`src/rtl/led_box_pkg.sv`:
```
// -----------------------------------------------------------------------------
// led_box_pkg
// Shared constants and width helpers for the debugger panel LED driver.
//   DEF_TICK_DIV      : default clocks per timebase tick (1 ms at 50 MHz)
//   DEF_STRETCH_TICKS : default ticks an LED stays lit after an event pulse
//   DEF_BLINK_TICKS   : default ticks per blink half-period
//   clog2()           : ceiling log2, usable in constant expressions
//   min_one_width()   : clog2() clamped to at least one bit
// -----------------------------------------------------------------------------
package led_box_pkg;

  localparam int DEF_TICK_DIV      = 32'sd50000;
  localparam int DEF_STRETCH_TICKS = 32'sd100;
  localparam int DEF_BLINK_TICKS   = 32'sd250;

  // Ceiling log2; clog2(1) = 0, clog2(2) = 1, clog2(4) = 2, clog2(5) = 3.
  function automatic int clog2(input int value);
    int result;
    int rem;
    result = 32'sd0;
    rem    = value - 32'sd1;
    while (rem > 32'sd0) begin
      result = result + 32'sd1;
      rem    = rem >>> 1;
    end
    return result;
  endfunction

  // Counter width for a modulo-'value' counter, never narrower than one bit.
  function automatic int min_one_width(input int value);
    return (clog2(value) < 32'sd1) ? 32'sd1 : clog2(value);
  endfunction

endpackage

```
`src/rtl/led_box_pstrc01a.sv`:
```
// -----------------------------------------------------------------------------
// pstrc01a - pulse stretcher for one LED channel
// Turns a single-cycle event pulse into an on-time of STRETCH_TICKS timebase
// ticks. A trigger while stretching reloads the count, and a trigger always
// wins over a tick in the same cycle.
// Ports:
//   clk   : system clock
//   reset : synchronous active-high reset
//   tick  : one-cycle timebase strobe from the shared prescaler
//   trig  : event pulse; every high cycle (re)starts the stretch
//   on    : next-state "stretching" flag. It is combinational so that the
//           parent's registered LED lights in the cycle after the trigger.
// -----------------------------------------------------------------------------
module pstrc01a
  import led_box_pkg::*;
#(
  parameter int STRETCH_TICKS = DEF_STRETCH_TICKS
) (
  input  logic clk,
  input  logic reset,
  input  logic tick,
  input  logic trig,
  output logic on
);

  localparam int CNT_W = clog2(STRETCH_TICKS + 32'sd1);

  typedef enum logic {
    ST_IDLE    = 1'b0,
    ST_STRETCH = 1'b1
  } state_e;

  state_e             state_q, state_d;
  logic [CNT_W-1:0]   cnt_q, cnt_d;

  // State and tick-count registers.
  always_ff @(posedge clk) begin
    if (reset) begin
      state_q <= ST_IDLE;
      cnt_q   <= '0;
    end else begin
      state_q <= state_d;
      cnt_q   <= cnt_d;
    end
  end

  // Next-state logic: load or reload on trig, count down on tick otherwise.
  always_comb begin
    state_d = state_q;
    cnt_d   = cnt_q;
    case (state_q)
      ST_IDLE: begin
        if (trig) begin
          state_d = ST_STRETCH;
          cnt_d   = CNT_W'(STRETCH_TICKS);
        end else begin
          state_d = ST_IDLE;
          cnt_d   = '0;
        end
      end
      ST_STRETCH: begin
        if (trig) begin
          state_d = ST_STRETCH;
          cnt_d   = CNT_W'(STRETCH_TICKS);
        end else if (tick) begin
          // The last tick of the stretch returns to idle instead of reaching 0.
          if (cnt_q == CNT_W'(1)) begin
            state_d = ST_IDLE;
            cnt_d   = '0;
          end else begin
            state_d = ST_STRETCH;
            cnt_d   = cnt_q - CNT_W'(1);
          end
        end else begin
          state_d = ST_STRETCH;
          cnt_d   = cnt_q;
        end
      end
      default: begin
        state_d = ST_IDLE;
        cnt_d   = '0;
      end
    endcase
  end

  assign on = (state_d == ST_STRETCH);

endmodule

```
`src/rtl/led_box.sv`:
```
// -----------------------------------------------------------------------------
// led_box - debugger panel indicator LED driver
// Drives four LEDs from event pulses (stretched to a visible on-time) and level
// requests (steady or blinking). All timing comes from one free-running
// prescaler tick, and every output is registered.
// Ports:
//   clk           : system clock, the only clock
//   reset         : synchronous active-high reset
//   trig1..trig4  : single-cycle event pulses, one per channel
//   hold1..hold4  : level requests, LED on while high
//   blink         : while high, hold-driven LEDs blink instead of staying on
//   led1..led4    : registered LED drives, active-high
//   active        : registered OR of led1..led4
// -----------------------------------------------------------------------------
module led_box
  import led_box_pkg::*;
#(
  parameter int TICK_DIV      = DEF_TICK_DIV,
  parameter int STRETCH_TICKS = DEF_STRETCH_TICKS,
  parameter int BLINK_TICKS   = DEF_BLINK_TICKS
) (
  input  logic clk,
  input  logic reset,
  input  logic trig1,
  input  logic trig2,
  input  logic trig3,
  input  logic trig4,
  input  logic hold1,
  input  logic hold2,
  input  logic hold3,
  input  logic hold4,
  input  logic blink,
  output logic led1,
  output logic led2,
  output logic led3,
  output logic led4,
  output logic active
);

  localparam int PRESC_W = min_one_width(TICK_DIV);
  localparam int BLINK_W = min_one_width(BLINK_TICKS);

  logic [PRESC_W-1:0] presc_q, presc_d;
  logic [BLINK_W-1:0] bcnt_q, bcnt_d;
  logic               phase_q, phase_d;
  logic [3:0]         led_q, led_d;
  logic               active_q, active_d;
  logic               tick;
  logic [3:0]         trig_v;
  logic [3:0]         hold_v;
  logic [3:0]         stretch_on;
  logic               hold_gate;

  assign trig_v = {trig4, trig3, trig2, trig1};
  assign hold_v = {hold4, hold3, hold2, hold1};
  assign tick   = (presc_q == PRESC_W'(TICK_DIV - 32'sd1));

  // Four independent pulse stretchers sharing the timebase tick.
  for (genvar ch = 0; ch < 4; ch++) begin : g_chan
    pstrc01a #(
      .STRETCH_TICKS(STRETCH_TICKS)
    ) u_pstrc (
      .clk  (clk),
      .reset(reset),
      .tick (tick),
      .trig (trig_v[ch]),
      .on   (stretch_on[ch])
    );
  end

  // Free-running prescaler next state; wraps on the tick cycle.
  always_comb begin
    presc_d = presc_q + PRESC_W'(1);
    if (tick) begin
      presc_d = '0;
    end else begin
      presc_d = presc_q + PRESC_W'(1);
    end
  end

  // Blink timebase: parked in the on phase while blink is low so every
  // blink period starts lit.
  always_comb begin
    bcnt_d  = bcnt_q;
    phase_d = phase_q;
    if (!blink) begin
      bcnt_d  = '0;
      phase_d = 1'b1;
    end else if (tick) begin
      if (bcnt_q == BLINK_W'(BLINK_TICKS - 32'sd1)) begin
        bcnt_d  = '0;
        phase_d = ~phase_q;
      end else begin
        bcnt_d  = bcnt_q + BLINK_W'(1);
        phase_d = phase_q;
      end
    end else begin
      bcnt_d  = bcnt_q;
      phase_d = phase_q;
    end
  end

  // LED equation: blink only gates the hold path, never a running stretch.
  always_comb begin
    hold_gate = ~blink | phase_q;
    led_d     = stretch_on | (hold_v & {4{hold_gate}});
    active_d  = |led_d;
  end

  // Timebase and output registers.
  always_ff @(posedge clk) begin
    if (reset) begin
      presc_q  <= '0;
      bcnt_q   <= '0;
      phase_q  <= 1'b1;
      led_q    <= 4'b0000;
      active_q <= 1'b0;
    end else begin
      presc_q  <= presc_d;
      bcnt_q   <= bcnt_d;
      phase_q  <= phase_d;
      led_q    <= led_d;
      active_q <= active_d;
    end
  end

  assign led1   = led_q[0];
  assign led2   = led_q[1];
  assign led3   = led_q[2];
  assign led4   = led_q[3];
  assign active = active_q;

endmodule
```
`config.mk`:
```
export PLATFORM = sky130hd
export DESIGN_NAME = led_box
export DESIGN_NICKNAME = d
export VERILOG_FILES = /design/src/rtl/led_box_pkg.sv /design/src/rtl/led_box_pstrc01a.sv /design/src/rtl/led_box.sv
export SDC_FILE = /design/constraint.sdc
export NUM_CORES = 1
export LEC_CHECK = 0
export CAP_MARGIN = 20
export CORE_MARGIN = 2
export CORE_UTILIZATION = 40
export CTS_CLUSTER_DIAMETER = 100
export DETAILED_ROUTE_END_ITERATION = 6
export PLACE_DENSITY = 0.61
export SLEW_MARGIN = 20
export SYNTH_ARGS = -nofsm -noshare
export SYNTH_HDL_FRONTEND = slang
export SYNTH_HIERARCHICAL = 1
export SYNTH_SLANG_ARGS = --single-unit
```
`constraint.sdc`:
```
create_clock -name clk -period 5.07 [get_ports clk]
set_input_delay 1.2675 -clock clk [delete_from_list [all_inputs] [get_ports clk]]
set_output_delay 1.2675 -clock clk [all_outputs]
set_load 0.01 [all_outputs]
```
==> results.sh, run 1 <==
export IMPL_rsz0062_at_grt="no"
export IMPL_layout_nets=414
export IMPL_die_area_mm2=0.00910
export IMPL_area_delta_synth_final_pct=12.1
export IMPL_rows=33
export IMPL_cts_setup_buffers=0
export IMPL_grt_overflow=0
export IMPL_timing_final_crit_share_pct=56.6
export IMPL_clock_sinks=62
export IMPL_critPathLaunchType="flip-flop"
export IMPL_maxCapViolations=0
export IMPL_syn_instance_count=380
export IMPL_synthArstFlopShare_pct=0
export IMPL_final_cell_count_no_fill=502
export IMPL_crit_path_cell_trace="ha_1 -> and3_1 -> nand3_1 -> nor4_2 -> buf_4 -> inv_1 -> o31ai_1 -> nand2b_1 -> nor4_1 -> a21oi_1"
export IMPL_p_total_w=0.000995
export IMPL_leakage_nw=1.22
export IMPL_crit_slowest_cell="dfxtp_1"
export IMPL_yosysUniqueCellTypes=54
export IMPL_fmax_mhz=349
export IMPL_ant_nets=0
export IMPL_clk_pin_slew_ps=70
export IMPL_critPathKind="flip-flop to flip-flop"
export IMPL_slew_headroom_pct=39.9
export IMPL_synth_area_mm2=0.00334
export IMPL_antenna_found_initial=0
export IMPL_ys_warn_count=6
export IMPL_cts_buffers=9
export IMPL_gp_congestion=0.754
export IMPL_peakVddDrop_mv=0.122
export IMPL_finalHoldViolCount=0
export IMPL_ys_top_cells_by_count="dfxtp_1 (62), nor2_1 (32), inv_1 (27)"
export IMPL_setup_tns_final_ps=0
export IMPL_io_buffers=15
export IMPL_antennaDiodeCount=0
export IMPL_grt_max_degree=33
export IMPL_cp_data_arrival_time_ps=3050
export IMPL_io_pins=16
export IMPL_design_area_mm2=0.00375
export IMPL_cts_buffer_depth=2
export IMPL_min_path_cells=1
export IMPL_status="completed"
export IMPL_drive_above_1_share_pct=9.57
export IMPL_path_max_fanout=32
export IMPL_synthFlopType="dfxtp_1"
export IMPL_synth_fp_nets=402
export IMPL_grt_pass1_vias=2576
export IMPL_root_buffer="clkbuf_8"
export IMPL_synth_top_area_cell="dfxtp_1"
export IMPL_start_util_pct=40.9
export IMPL_cts_repair_resized=0
export IMPL_grt_usage_pct=16.4
export IMPL_finalCriticalPeriod_ps=2870
export IMPL_drv_slew=0
export IMPL_drc=0
export IMPL_postPlaceCellArea_mm2=0.00357
export IMPL_clkLatencyLatePin_ps=330
export IMPL_place_inst=486
export IMPL_grt_pass1_wl_mm=11.8
export IMPL_avgViaCountPerCell=5.57
export IMPL_wire_per_inst_um=13.8
export IMPL_reg2regPathDepth=10
export IMPL_finClkSkew_ps=6.52
export IMPL_core_area_mm2=0.00818
export IMPL_yosys_area_top_type_share_pct=37.1
export IMPL_ys_top_cells_by_area="dfxtp_1 (37%), ha_1 (4.1%), a21oi_1 (3.7%), nor2_1 (3.6%), o41ai_4 (3.3%)"
export IMPL_setup_viol=0
export IMPL_ctsHoldBuffers=0
export IMPL_power_density_mw_per_mm2=265
export IMPL_synth_most_common_cell="dfxtp_1"
export IMPL_drt_pass1_iterations=4
export IMPL_hold_path_class="flip-flop to flip-flop"
export IMPL_die_w_um=95.4
export IMPL_slowest_delay_ps=370
export IMPL_die_h_um=95.4
export IMPL_synth_area_per_cell_um2=8.80
export IMPL_vias=2795
export IMPL_dp_hpwl_mm=4.91
export IMPL_wirelength_mm=6.95
export IMPL_drtIter0Drc=100
export IMPL_htree_levels=3
export IMPL_cts_tree="done"
export IMPL_yosysSeqAreaShare_pct=37.1
export IMPL_worstMarginPinSlew_ps=894
export IMPL_crit_required_ps=5250
export IMPL_synth_edf_count=0
export IMPL_end_kind="flip-flop"
export IMPL_ys_seq_elements=62
[layout make-up]
| class | instances | area [um^2] |
|---|---|---|
| tap | 105 | 131 |
| multi-input combinational | 276 | 1940 |
| sequential | 62 | 1240 |
| inverter | 27 | 101 |
| fill | 796 | 4430 |
| timing repair buffer | 16 | 158 |
| clock buffer | 16 | 180 |
[report_power, final]
group	internal (W)	switching, W
sequential	0.000502	0.0000124
clock	0.000219	0.000179
combinational	0.0000404	0.0000421
total	0.000762	0.000233
[final timing paths]
kind,from,end,slack (ps)
max,presc_q[0],active,2200
min,presc_q[0],presc_q[0],460
min reg2reg,presc_q[0],presc_q[0],460
max reg2reg,presc_q[0],active,2200
[metal layers]
layer	part of all wire, %	up-vias	GRT usage [%]
met5	0	-	0
li1	-	1419	-
met2	46	58	25.8
met3	4.0	7	3.32
met1	49	1311	21.9
met4	1.2	0	6.90
[state kept, by name, indices dropped and copies added (netlist names)]
signal and count:
g_chan.u_pstrc/state_q 4, active 1, phase_q 1, presc_q 16, bcnt_q 8, g_chan.u_pstrc/cnt_q 28, led_q 4
[kinds of logic (layout without fill, tap and decap cells)]
group / Yosys count / in the layout / synth area share, %
and+or+nand+nor: 162 / 162 / 29.4
AOI/OAI and AO/OA: 92 / 92 / 21.4
DFF: 62 / 62 / 37.1
buffers and inverters: 42 / 59 / 5.13
adders and majority gates: 11 / 11 / 4.12
xor gates and xnor gates: 11 / 11 / 2.88
[stage by stage]
| stage | worst slack [ps] | util, % | hold slack, ps |
|---|---|---|---|
| finish | 2200 | 45.9 | 462 |
| global route | 1860 | 45.9 | 486 |
| CTS | 2160 | 45.9 | 469 |
| detailed placement | 1990 | 43.6 | 455 |
| global placement | 2080 | 43.6 | 445 |
| floorplan | 695 | - | 426 |
[cells in the final DEF, fill, tap and decap left out, types with 4 or more instances in the layout]
cell type / synthesis / layout
a211oi_1: 5 / 5
a21boi_0: 5 / 5
a21oi_1: 25 / 25
a311oi_1: 11 / 11
a31oi_1: 5 / 5
and2b_1: 4 / 4
and3_1: 5 / 5
clkbuf_1: 6 / 4
clkbuf_8: 0 / 12
clkdlybuf4s50_1: 0 / 15
dfxtp_1: 62 / 62
ha_1: 11 / 11
inv_1: 27 / 27
nand2_1: 20 / 20
nand2b_1: 15 / 15
nand3_1: 10 / 10
nand4_1: 12 / 12
nor2_1: 32 / 32
nor2b_1: 9 / 9
nor3_1: 5 / 5
nor3b_1: 9 / 9
nor4b_1: 5 / 5
o2111ai_1: 4 / 4
o211ai_1: 8 / 8
o21ai_0: 9 / 9
o21ba_2: 4 / 4
o31ai_1: 5 / 5
o41ai_4: 4 / 4
or2_0: 4 / 4
or3_4: 4 / 4
or3b_1: 4 / 4
or3b_2: 4 / 4
or4b_1: 4 / 4
xor2_1: 9 / 9
[critical path, delay by kind of cell (launching register included)]
kind	cells	cell delay [ps]
and+or+nand+nor	5	1210
buffers and inverters	2	520
AOI/OAI and AO/OA	2	440
DFF	1	370
adders and majority gates	1	190
Note: power is estimated with default switching activity, not from simulation.
==> inputs of run 2 (changes only) <==
--- a/config.mk
+++ b/config.mk
@@ -10,7 +10,7 @@
 export CORE_UTILIZATION = 40
 export CTS_CLUSTER_DIAMETER = 100
 export DETAILED_ROUTE_END_ITERATION = 6
-export PLACE_DENSITY = 0.61
+export PLACE_DENSITY = 0.63
 export SLEW_MARGIN = 20
 export SYNTH_ARGS = -nofsm -noshare
 export SYNTH_HDL_FRONTEND = slang
==> constraint.sdc (replaced) <==
create_clock -name clk -period 2.6 [get_ports clk]
set_input_delay 0.65 -clock clk [delete_from_list [all_inputs] [get_ports clk]]
set_output_delay 0.65 -clock clk [all_outputs]
set_load 0.01 [all_outputs]
==> run 2 against run 1 <==
Via count increased by 0.57%. Power increased by 100%. Worst hold slack improved by 5.1 ps. Clock skew increased by 5.5 ps. Design area increased by 2.8%.
==> results.sh, run 2 (synthesis gave the netlist of run 1 again) <==
export IMPL_status="completed"
export IMPL_core_area_mm2=0.00818
export IMPL_worstMarginPinSlew_ps=582
export IMPL_finalHoldViolCount=0
export IMPL_largest_register="g_chan.u_pstrc/cnt_q"
export IMPL_avgViaCountPerCell=5.52
export IMPL_fill_cells=769
export IMPL_grt_overflow=0
export IMPL_slew_headroom_pct=61.1
export IMPL_wire_per_inst_um=13.7
export IMPL_die_w_um=95.4
export IMPL_power_density_mw_per_mm2=522
export IMPL_vias=2811
export IMPL_antenna_found_initial=0
export IMPL_final_common_cell="dfxtp_1"
export IMPL_r2r_start="presc_q[13]"
export IMPL_peakVddDrop_mv=0.250
export IMPL_end_kind="flip-flop"
export IMPL_drt_pass1_iterations=4
export IMPL_holdWs_ps=467
export IMPL_cts_tree="done"
export IMPL_grt_pass1_vias=2564
export IMPL_area_delta_synth_final_pct=15.3
export IMPL_setup_viol=0
export IMPL_critPathLaunchType="flip-flop"
export IMPL_clk_pin_slew_ps=80
export IMPL_drv_slew=0
export IMPL_grt_max_degree=33
export IMPL_fmax_mhz=423
export IMPL_gp_congestion=0.785
export IMPL_timing_rr_end="active"
export IMPL_start_util_pct=40.9
export IMPL_reg2reg_slack_ps=240
export IMPL_finalCriticalPeriod_ps=2360
export IMPL_cts_buffers=9
export IMPL_grt_usage_pct=16.3
export IMPL_drtIter0Drc=149
export IMPL_layout_nets=421
export IMPL_wirelength_mm=6.96
export IMPL_drive_above_1_share_pct=13.9
export IMPL_timing_final_crit_share_pct=90.9
export IMPL_min_path_cells=1
export IMPL_clkLatencyLatePin_ps=330
export IMPL_root_buffer="clkbuf_8"
export IMPL_antennaDiodeCount=0
export IMPL_cp_data_arrival_time_ps=2550
export IMPL_leakage_nw=1.29
export IMPL_clock_sinks=62
export IMPL_maxCapViolations=0
export IMPL_rows=33
export IMPL_htree_levels=3
export IMPL_grt_pass1_wl_mm=11.8
export IMPL_die_h_um=95.4
export IMPL_crit_required_ps=2790
export IMPL_finClkSkew_ps=12.1
export IMPL_final_util_pct=47.2
export IMPL_io_buffers=15
export IMPL_critPathKind="flip-flop to flip-flop"
export IMPL_largest_reg_flops=28
export IMPL_reg2regPathDepth=8
export IMPL_drc=0
export IMPL_worstHoldStart="presc_q[0]"
export IMPL_cts_buffer_depth=2
export IMPL_hold_path_class="flip-flop to flip-flop"
export IMPL_largestRegisters="g_chan.u_pstrc/cnt_q x28, presc_q x16, bcnt_q x8"
export IMPL_io_pins=16
export IMPL_ant_nets=0
export IMPL_final_cell_mix="dfxtp_1 (61), nor2_1 (32), a21oi_1 (25)"
export IMPL_cts_setup_buffers=0
export IMPL_path_max_fanout=32
export IMPL_min_to="presc_q[0]"
export IMPL_multi_input_area_mm2=0.00196
export IMPL_dp_hpwl_mm=4.94
export IMPL_seqCellArea_mm2=0.00124
export IMPL_die_area_mm2=0.00910
-- run 2: cell types whose count changed in the layout (fill, tap and decap cells not counted), moves of 2 or more --
| cell | previous run | this run |
|---|---|---|
| buf_4 | 1 | 7 |
| clkbuf_1 | 4 | 0 |
| clkbuf_8 | 12 | 9 |
| clkinv_2 | 0 | 2 |
| clkinvlp_4 | 0 | 2 |
| inv_1 | 27 | 23 |
| inv_2 | 0 | 4 |
-- run 2: worst max-delay path by stage --
stage	start	to	slack, ps	depth (start not counted)
final	presc_q[13]	active	240	8
after detailed placement	reset	bcnt_q[4]	210	4
after CTS	presc_q[12]	active	250	8
after floorplan	presc_q[12]	active	-120	7
after global placement	reset	bcnt_q[4]	240	4
after global routing	presc_q[13]	active	-5	8
-- run 2: stage by stage --
step	setup slack, ps	std cells	total power [W]	setup TNS, ps	cell area [um^2]
finish	236	509	0.00201	0	3850
global placement	238	493	0.00119	0	3650
floorplan	-115	380	0.00113	-140	3370
detailed placement	210	493	0.00119	0	3650
CTS	253	509	0.00205	0	3850
global route	-4.77	509	0.00210	-4.77	3850
-- run 2: worst max-delay path, cell delays in order (launching register included) --
cell and delay, ps:
dfxtp_1 360, or4b_4 540, nor4_4 320, buf_12 220
inv_2 80, o31ai_1 230, nand2b_1 120, nor4_2 270
a21oi_1 90
-- run 2: repair_timing --
action	CTS	global route
resized for setup	0	1
endpoints found under the setup margin	0	1
hold buffers	0	0
-- run 2: routing by layer --
metal | vias up | track usage [%] | wire [um]
met2 | 45 | 24.1 | 3030
li1 | 1433 | - | -
met3 | 8 | 5.06 | 290
met1 | 1325 | 22.6 | 3560
met4 | 0 | 5.00 | 77
met5 | - | 0 | 0
-- run 2: final cells by class --
cell class,count,share of cell area (%)
multi-input cells,276,50.9
flip-flops and latches,62,32.2
repair buffers,23,5.78
well taps,105,3.41
clock buffers,9,3.21
inverters,27,2.63
clock inverters,7,1.88
-- run 2: where the power goes --
part	total [W]	internal, W	switching, W
Sequential	0.00100	0.000978	0.0000244
Combinational	0.000167	0.0000838	0.0000833
Clock	0.000843	0.000444	0.000399
Total	0.00201	0.00151	0.000507
